==> config.mk <==
export PLATFORM = sky130hd
export DESIGN_NAME = calc_core
export DESIGN_NICKNAME = d
export VERILOG_FILES = /design/src/rtl/calc_core.sv
export SDC_FILE = /design/constraint.sdc
export NUM_CORES = 1
export LEC_CHECK = 0
export CAP_MARGIN = 25
export CORE_MARGIN = 10
export CORE_UTILIZATION = 61
export CTS_CLUSTER_SIZE = 30
export DETAILED_ROUTE_END_ITERATION = 16
export GPL_TIMING_DRIVEN = 0
export HOLD_SLACK_MARGIN = 0.12
export PLACE_DENSITY = 0.79
export REMOVE_ABC_BUFFERS = 1
export SETUP_SLACK_MARGIN = 0.2
export SYNTH_ARGS = -nofsm -noshare
export SYNTH_HDL_FRONTEND = slang
export SYNTH_SLANG_ARGS = --single-unit
export TNS_END_PERCENT = 30
==> constraint.sdc <==
create_clock -name clk -period 5.2 [get_ports clk]
set_clock_uncertainty 0.2 [all_clocks]
set_input_delay 1.04 -clock clk [delete_from_list [all_inputs] [get_ports clk]]
set_output_delay 1.04 -clock clk [all_outputs]
set_load 0.03 [all_outputs]
==> src/rtl/calc_core.sv <==
// calc_core: iterative calculator responder (add/sub/mul/div/sqrt/gcd).
// Operands are latched on a start/ready handshake. The result comes back with a
// one-cycle done pulse, and err marks an invalid op or a divide by zero.
// Optional feature macro: CALC_GCD_EN. When it is defined, op=110 computes a
// subtractive gcd. When it is not defined, op=110 is treated as an invalid op.
module calc_core #(
    parameter int DATA_WIDTH = 16
) (
    input  logic                  clk,
    input  logic                  rst_n,
    input  logic [DATA_WIDTH-1:0] opa,
    input  logic [DATA_WIDTH-1:0] opb,
    input  logic [2:0]            op,
    input  logic                  start,
    output logic                  ready,
    output logic                  done,
    output logic [DATA_WIDTH-1:0] result,
    output logic                  err
);
    localparam int W  = DATA_WIDTH;
    localparam int CW = $clog2(W + 1);

    localparam logic [2:0] OP_ADD  = 3'b001;
    localparam logic [2:0] OP_SUB  = 3'b010;
    localparam logic [2:0] OP_MUL  = 3'b011;
    localparam logic [2:0] OP_DIV  = 3'b100;
    localparam logic [2:0] OP_SQRT = 3'b101;
    localparam logic [2:0] OP_GCD  = 3'b110;

    typedef enum logic [1:0] {S_IDLE, S_EXEC, S_DONE} state_t;

    state_t          state, state_next;
    logic [2:0]      op_q;
    logic [W-1:0]    wa, wb, wa_n, wb_n;      // working operands
    logic [W+1:0]    acc, acc_n;              // product / partial remainder
    logic [CW-1:0]   cnt, steps;
    logic            last;
    logic [W+1:0]    shifted, trial;
    logic [W-1:0]    res_fin;
    logic            err_fin;
    logic [W-1:0]    result_q;
    logic            err_q;

    // State register
    always_ff @(posedge clk or negedge rst_n) begin
        if (!rst_n) state <= S_IDLE;
        else        state <= state_next;
    end

    // Iteration budget per op; gcd instead stops when a working value reaches 0.
    // The budget always gives one extra EXEC cycle, so even add/sub see done at L=2.
    always_comb begin
        steps = '0;
        case (op_q)
            OP_MUL:  steps = CW'(W);
            OP_DIV:  steps = CW'(W);
            OP_SQRT: steps = CW'(W / 2);
            default: steps = '0;
        endcase
`ifdef CALC_GCD_EN
        if (op_q == OP_GCD) last = (wa == '0) || (wb == '0);
        else                last = (cnt == steps);
`else
        last = (cnt == steps);
`endif
    end

    // Next-state and handshake outputs
    always_comb begin
        state_next = state;
        ready      = 1'b0;
        done       = 1'b0;
        case (state)
            S_IDLE: begin
                ready = 1'b1;
                if (start) state_next = S_EXEC;
            end
            S_EXEC: if (last) state_next = S_DONE;
            S_DONE: begin
                done       = 1'b1;
                state_next = S_IDLE;
            end
            default: state_next = S_IDLE;
        endcase
    end

    // One iteration step of the selected datapath
    always_comb begin
        wa_n    = wa;
        wb_n    = wb;
        acc_n   = acc;
        shifted = '0;
        trial   = '0;
        case (op_q)
            OP_MUL: begin
                // Shift-add: consume the multiplier LSB first, shift the multiplicand up.
                acc_n = acc + {2'b00, (wb[0] ? wa : '0)};
                wa_n  = {wa[W-2:0], 1'b0};
                wb_n  = {1'b0, wb[W-1:1]};
            end
            OP_DIV: begin
                // Restoring division: wa shifts the dividend out and the quotient in.
                shifted = {acc[W:0], wa[W-1]};
                trial   = shifted - {2'b00, wb};
                acc_n   = trial[W+1] ? shifted : trial;
                wa_n    = {wa[W-2:0], ~trial[W+1]};
            end
            OP_SQRT: begin
                // Bit-pair restoring root: wa holds the radicand, wb builds the root.
                shifted = {acc[W-1:0], wa[W-1:W-2]};
                trial   = shifted - {wb, 2'b01};
                acc_n   = trial[W+1] ? shifted : trial;
                wa_n    = {wa[W-3:0], 2'b00};
                wb_n    = {wb[W-2:0], ~trial[W+1]};
            end
`ifdef CALC_GCD_EN
            OP_GCD: begin
                // Subtractive Euclid: swap when a<b, otherwise subtract.
                if (wa < wb) begin
                    wa_n = wb;
                    wb_n = wa;
                end else begin
                    wa_n = wa - wb;
                end
            end
`endif
            default: ;
        endcase
    end

    // Final result selection, captured when EXEC finishes
    always_comb begin
        res_fin = '0;
        err_fin = 1'b0;
        case (op_q)
            OP_ADD:  res_fin = wa + wb;
            OP_SUB:  res_fin = wa - wb;
            OP_MUL:  res_fin = acc[W-1:0];
            OP_DIV: begin
                if (wb == '0) begin
                    res_fin = '1;
                    err_fin = 1'b1;
                end else begin
                    res_fin = wa;
                end
            end
            OP_SQRT: res_fin = wb;
`ifdef CALC_GCD_EN
            OP_GCD:  res_fin = wa | wb;
`endif
            default: err_fin = 1'b1;
        endcase
    end

    // Operand latch, iteration and result registers
    always_ff @(posedge clk or negedge rst_n) begin
        if (!rst_n) begin
            op_q     <= '0;
            wa       <= '0;
            wb       <= '0;
            acc      <= '0;
            cnt      <= '0;
            result_q <= '0;
            err_q    <= 1'b0;
        end else if (state == S_IDLE && start) begin
            op_q <= op;
            wa   <= opa;
            wb   <= (op == OP_SQRT) ? '0 : opb;
            acc  <= '0;
            cnt  <= '0;
        end else if (state == S_EXEC) begin
            if (last) begin
                result_q <= res_fin;
                err_q    <= err_fin;
            end else begin
                cnt <= cnt + 1'b1;
                wa  <= wa_n;
                wb  <= wb_n;
                acc <= acc_n;
            end
        end
    end

    assign result = result_q;
    assign err    = err_q;
endmodule
# Word level (Yosys, flattened, before mapping)
# Cells that the tools add are included.
# word_totals
regBits	77
elab_cells	71
output_inout_bits	19
input_bits	38
# op_classes
n_eq_ne	12
reduce_logical	13
n_mux	29
bitwise_logic	3
n_addsub	6
# ops
operator	count
$mux W16	9
$mux W18	5
$pmux W16 S5	1
$pmux W18 S3	1
$pmux W16 S3	1
$pmux W16 S2	1
$add A18 B16 Y18	1
$sub A18 B16 Y18	1
$sub A18 B18 Y18	1
$add A16 B16 Y16	1
$logic_not A16 Y1	1
$sub A16 B16 Y16	1
$mux W5	3
$pmux W5 S2	1
$eq A3 B3 Y1 const B	3
$reduce_and A3 Y1	3
$eq A3 B2 Y1 const B	2
$add A5 B1 Y5 const B	1
$eq A5 B5 Y1	1
$mux W2	2
$ne A2 B2 Y1 const B	2
$pmux W2 S2	1
$reduce_and A2 Y1	2
$reduce_bool A4 Y1	1
other kinds (13)	17

# Depth between registers and ports, before layout
# depth
depth_word	7
mapped_depth	17
ltp_nobuf	16

# Worst setup path after synthesis
# No wires, ideal clock.
# synth_path
path_type	reg-to-reg
startpoint	register op_q[0]
endpoint	register result_q[14], in the netlist result[14]
n_path_buf	3
synth_period_minus_slack_ns	3.982
path_stages_with_launch	17
path_slack_ns	1.218
arrival_ns	3.699
setup_ns	0.083
required_ns	4.917
path_cell_list	dfrtp_1 clkbuf_1 clkbuf_1 buf_1 nor2_1 mux2i_1 fa_1 a21oi_1 o21ai_0 a21o_1 a21o_1 a21o_1 a41oi_1 nor4b_1 o31ai_1 xnor2_1 o21ai_0
# synth_via
elab_chain_cells	5
elab_cells_between_ends	10
classes_between	eq/ne (6); mux (2); reduce/logical (2)
# synth_lines
element	line_no	rtl
start, declared	33	logic [2:0] op_q;
start signal, assigned	166	op_q <= op;
$eq A3 B3 Y1 / $eq A3 B2 Y1 (equally long branches)	54, 135	
$reduce_or A2 Y1 (no source line)	--	
$pmux W5 S2	54	case (op_q)
$eq A5 B5 Y1	64	last = (cnt == steps);
$reduce_and A3 Y1 (no source line)	--	
end signal, assigned	173	result_q <= res_fin;
end, declared	41	logic [W-1:0] result_q;
# Parallel ways exist; a longest one is shown, timed or not.
# A chain may end at the register's enable or synchronous reset.

# Final worst setup path
# layout_path
startpoint	register op_q[1]
endpoint	register acc[15]
# layout_via
elab_chain_cells	6
elab_cells_between_ends	13
classes_between	eq/ne (5); mux (5); reduce/logical (3)
# layout_lines
element	line_no	rtl
$eq A3 B3 Y1 / $eq A3 B2 Y1 (equally long branches)	54, 94	
$reduce_or A2 Y1 (no source line)	--	
$pmux W5 S2	54	
$eq A5 B5 Y1	64	
$ne A2 B1 Y1 (no source line)	--	
$reduce_and A3 Y1 (no source line)	--	
end signal, assigned	179	acc <= acc_n;
end, declared	35	logic [W+1:0] acc, acc_n;
# Parallel ways exist; a longest one is shown, timed or not. The select of a mux whose other input is x is not followed.

==> flow_metrics.tcl <==
set metrics [dict create \
    syn_inst 1018 \
    dieArea_um2 17900 \
    synthMuxAreaShare 0.0311 \
    placed_cells 1193 \
    endpoint_kind "register" \
    detail_route.vias_per_cell 6.46 \
    yosys.area.top_type "dfrtp_1" \
    grt_start_max_net_pins 53 \
    crit_type "reg2reg" \
    power_density_nw_per_um2 814 \
    status "finished clean" \
    fp.dieH_um 134 \
    slew_violations 0 \
    diodes 0 \
    drt-initial-drc-count 691 \
    cts.reportedPaths.clkPinSlew_ns 0.06 \
    ios 57 \
    finalHoldViolCount 0 \
    hold_path_class "reg2reg" \
    grt_pass1_wl_mm 37.0 \
    synth_top_family_by_area "compound AO/OA/AOI/OAI gates" \
    core_area_um2 12700 \
    fin_setup_tns_ns 0 \
    arrival_ns 4.50 \
    cts.path.max_buffers 2 \
    nFillCells 1066 \
    grtUsageMet1 0.309 \
    ys.flop_type "dfrtp_1" \
    ant_nets 0 \
    drive_gt1_frac 0.0597 \
    wl_per_cell_um 19.0 \
    overflow 0 \
    io_buffers 56 \
    p_leak_uw 0.00401 \
    dp_hpwl_mm 16.8 \
    synth_cell_types 71 \
    cts_made_buffers 9 \
    final_cells 1210 \
    route.detailed.drc 0 \
    hold_buffers 0 \
    synthArstFlopShare 1.00 \
    cp_max_fo 52 \
    drt-total-wl_mm 23.0 \
    netlist_top_cells_area "dfrtp_1 24%, ha_1 11%, a21oi_1 7.8%, nand2_1 6.6%, xnor2_1 4.6%" \
    cts.sinks 76 \
    cp-start-kind "register" \
    rsz0062_at_grt "false" \
    grt-busiest-layer "met2" \
    gr-usage-met2 0.422 \
    rows 41 \
    area_growth_pct 13.1 \
    cap_violations 0 \
    synth_area_um2 7920 \
    tritoncts "done" \
    cts_setup_buffers 0 \
    insertion_delay_ns 0.34 \
    vdd_drop_max_uv 361 \
    synth_compound_area_frac 0.297 \
    avgSynthCellArea_um2 7.78 \
    yosysWarnings 0 \
    gp_congestion 0.942 \
    tightestPinTransition_ns 0.983 \
    root_buffer "clkbuf_16" \
    synth_xor_xnor_area_share 0.0826 \
    start_util 0.625 \
    min_period_over_period 0.855 \
    dr.pass1.iters 5 \
    synth_top_cell_area_share 0.240 \
    crit_required_ns 5.26 \
    use_met3 0.0452 \
    min_period_ns 4.45 \
    setup_viol 0 \
    cts_resized 0 \
    grt_usage 0.248 \
    seq_area_frac_synth 0.240 \
    synth-edff-count 0 \
    cts_max_level 3 \
    vias 7814 \
    die_width_um 134 \
    layout.nets 1142 \
    max_freq_mhz 225 \
    antenna_found_initial 0 \
    slew_headroom 0.345 \
    ys_ff_latch 76 \
    synthSimpleGateAreaFrac 0.186 \
    grt_pass1_vias 7498 \
    synthAdderAreaFrac 0.115 \
]
==> cells in the mapped netlist (all sizes together), types with 3 or more instances <==
| library cell | instances |
|---|---|
| a211oi | 19 |
| a21o | 23 |
| a21oi | 126 |
| a221oi | 11 |
| a222oi | 3 |
| a22o | 13 |
| a22oi | 4 |
| a31oi | 7 |
| a32o | 5 |
| a32oi | 4 |
| and2 | 17 |
| and3 | 6 |
| buf | 14 |
| clkbuf | 47 |
| dfrtp | 76 |
| fa | 3 |
| ha | 68 |
| inv | 33 |
| mux2 | 13 |
| mux2i | 10 |
| nand2 | 139 |
| nand2b | 19 |
| nand3 | 12 |
| nand4 | 5 |
| nor2 | 74 |
| nor2b | 10 |
| nor3 | 22 |
| nor3b | 3 |
| nor4 | 3 |
| o211ai | 20 |
| o21a | 13 |
| o21ai | 64 |
| o21bai | 5 |
| o221ai | 3 |
| o22ai | 3 |
| o31ai | 12 |
| o41ai | 6 |
| or2 | 3 |
| or3 | 5 |
| or4 | 3 |
| xnor2 | 43 |
| xor2 | 30 |
==> layout make-up <==
| type | count | area, µm² | share of cell area |
|---|---|---|---|
| clock inverter | 5 | 108 | 0.0120 |
| multi-input combinational | 848 | 5650 | 0.631 |
| timing repair buffer | 65 | 708 | 0.0791 |
| clock buffer | 11 | 243 | 0.0271 |
| inverter | 33 | 124 | 0.0138 |
| sequential | 76 | 1900 | 0.213 |
| tap | 172 | 215 | 0.0240 |
==> layout by cell type, fill, tap and decap left out, types with 15 or more instances in the layout <==
cell / count
a211oi_1: 18
a21o_1: 22
a21oi_1: 123
and2_1: 15
clkdlybuf4s50_1: 55
dfrtp_1: 75
ha_1: 68
inv_1: 33
nand2_1: 139
nand2b_1: 19
nor2_1: 74
nor3_1: 22
o211ai_1: 19
o21ai_0: 58
xnor2_1: 42
xor2_1: 29
==> critical path, stage by stage, from the launching register on <==
cell	delay, ns
dfrtp_1	0.61
nand2b_1	0.82
o22ai_1	0.19
and2_1	0.21
o21ai_1	0.29
o211ai_1	0.15
a21o_2	0.53
nand2b_1	0.60
a2111oi_0	0.48
a221oi_1	0.10
o211ai_1	0.12
==> sequential cells by signal, indices dropped and copies added, names as in the netlist <==
name and count:
wa 16, state 2, err 1, op_q 3
acc 17, cnt 5, result 16, wb 16
==> metal layers <==
metal,up-vias,part of all wire
met1,3703,0.43
li1,3736,-
met4,0,0.026
met2,326,0.48
met3,49,0.069
met5,-,0
==> power by group <==
group / internal, µW / total [µW] / leakage (µW) / switching (µW)
Sequential: 825 / 1340 / 0.000955 / 513
Clock: 485 / 739 / 0.000170 / 254
Combinational: 2210 / 5210 / 0.00288 / 2990
Total: 3520 / 7280 / 0.00401 / 3760
==> cell families (layout without fill, tap and decap cells) <==
| kind of cell | count (synthesis) | in the layout |
|---|---|---|
| buffers and inverters | 94 | 114 |
| adders and majority gates | 71 | 71 |
| xor gates and xnor gates | 73 | 73 |
| DFF | 76 | 76 |
| and+or+nand+nor | 323 | 323 |
| muxes | 23 | 23 |
| AOI/OAI and AO/OA | 358 | 358 |
==> worst paths after layout <==
kind,depth (start not counted),to,slack [ns],startpoint
worst min register to register,1,result[0],0.31,result[0]
worst max register to register,10,acc[15],0.75,op_q[1]
min in group asynchronous,1,acc[16],0.44,rst_n
max in group asynchronous,2,op_q[0],3.77,rst_n
worst min-delay path,1,result[0],0.31,result[0]
worst max-delay path,10,acc[15],0.75,op_q[1]
==> stage by stage <==
step	setup WS, ns	total power (µW)	cell area (µm²)	hold WS, ns	utilization
2_1_floorplan	1.28	5100	7660	0.326	-
3_3_place_gp	0.144	6220	8440	0.292	0.666
3_5_place_dp	0.924	6430	8590	0.293	0.678
4_1_cts	0.888	7210	8940	0.313	0.706
5_1_grt	0.598	7910	8950	0.339	0.706
6_report	0.753	7280	8950	0.309	0.706
No activity file was read; power rests on OpenSTA's default activity.
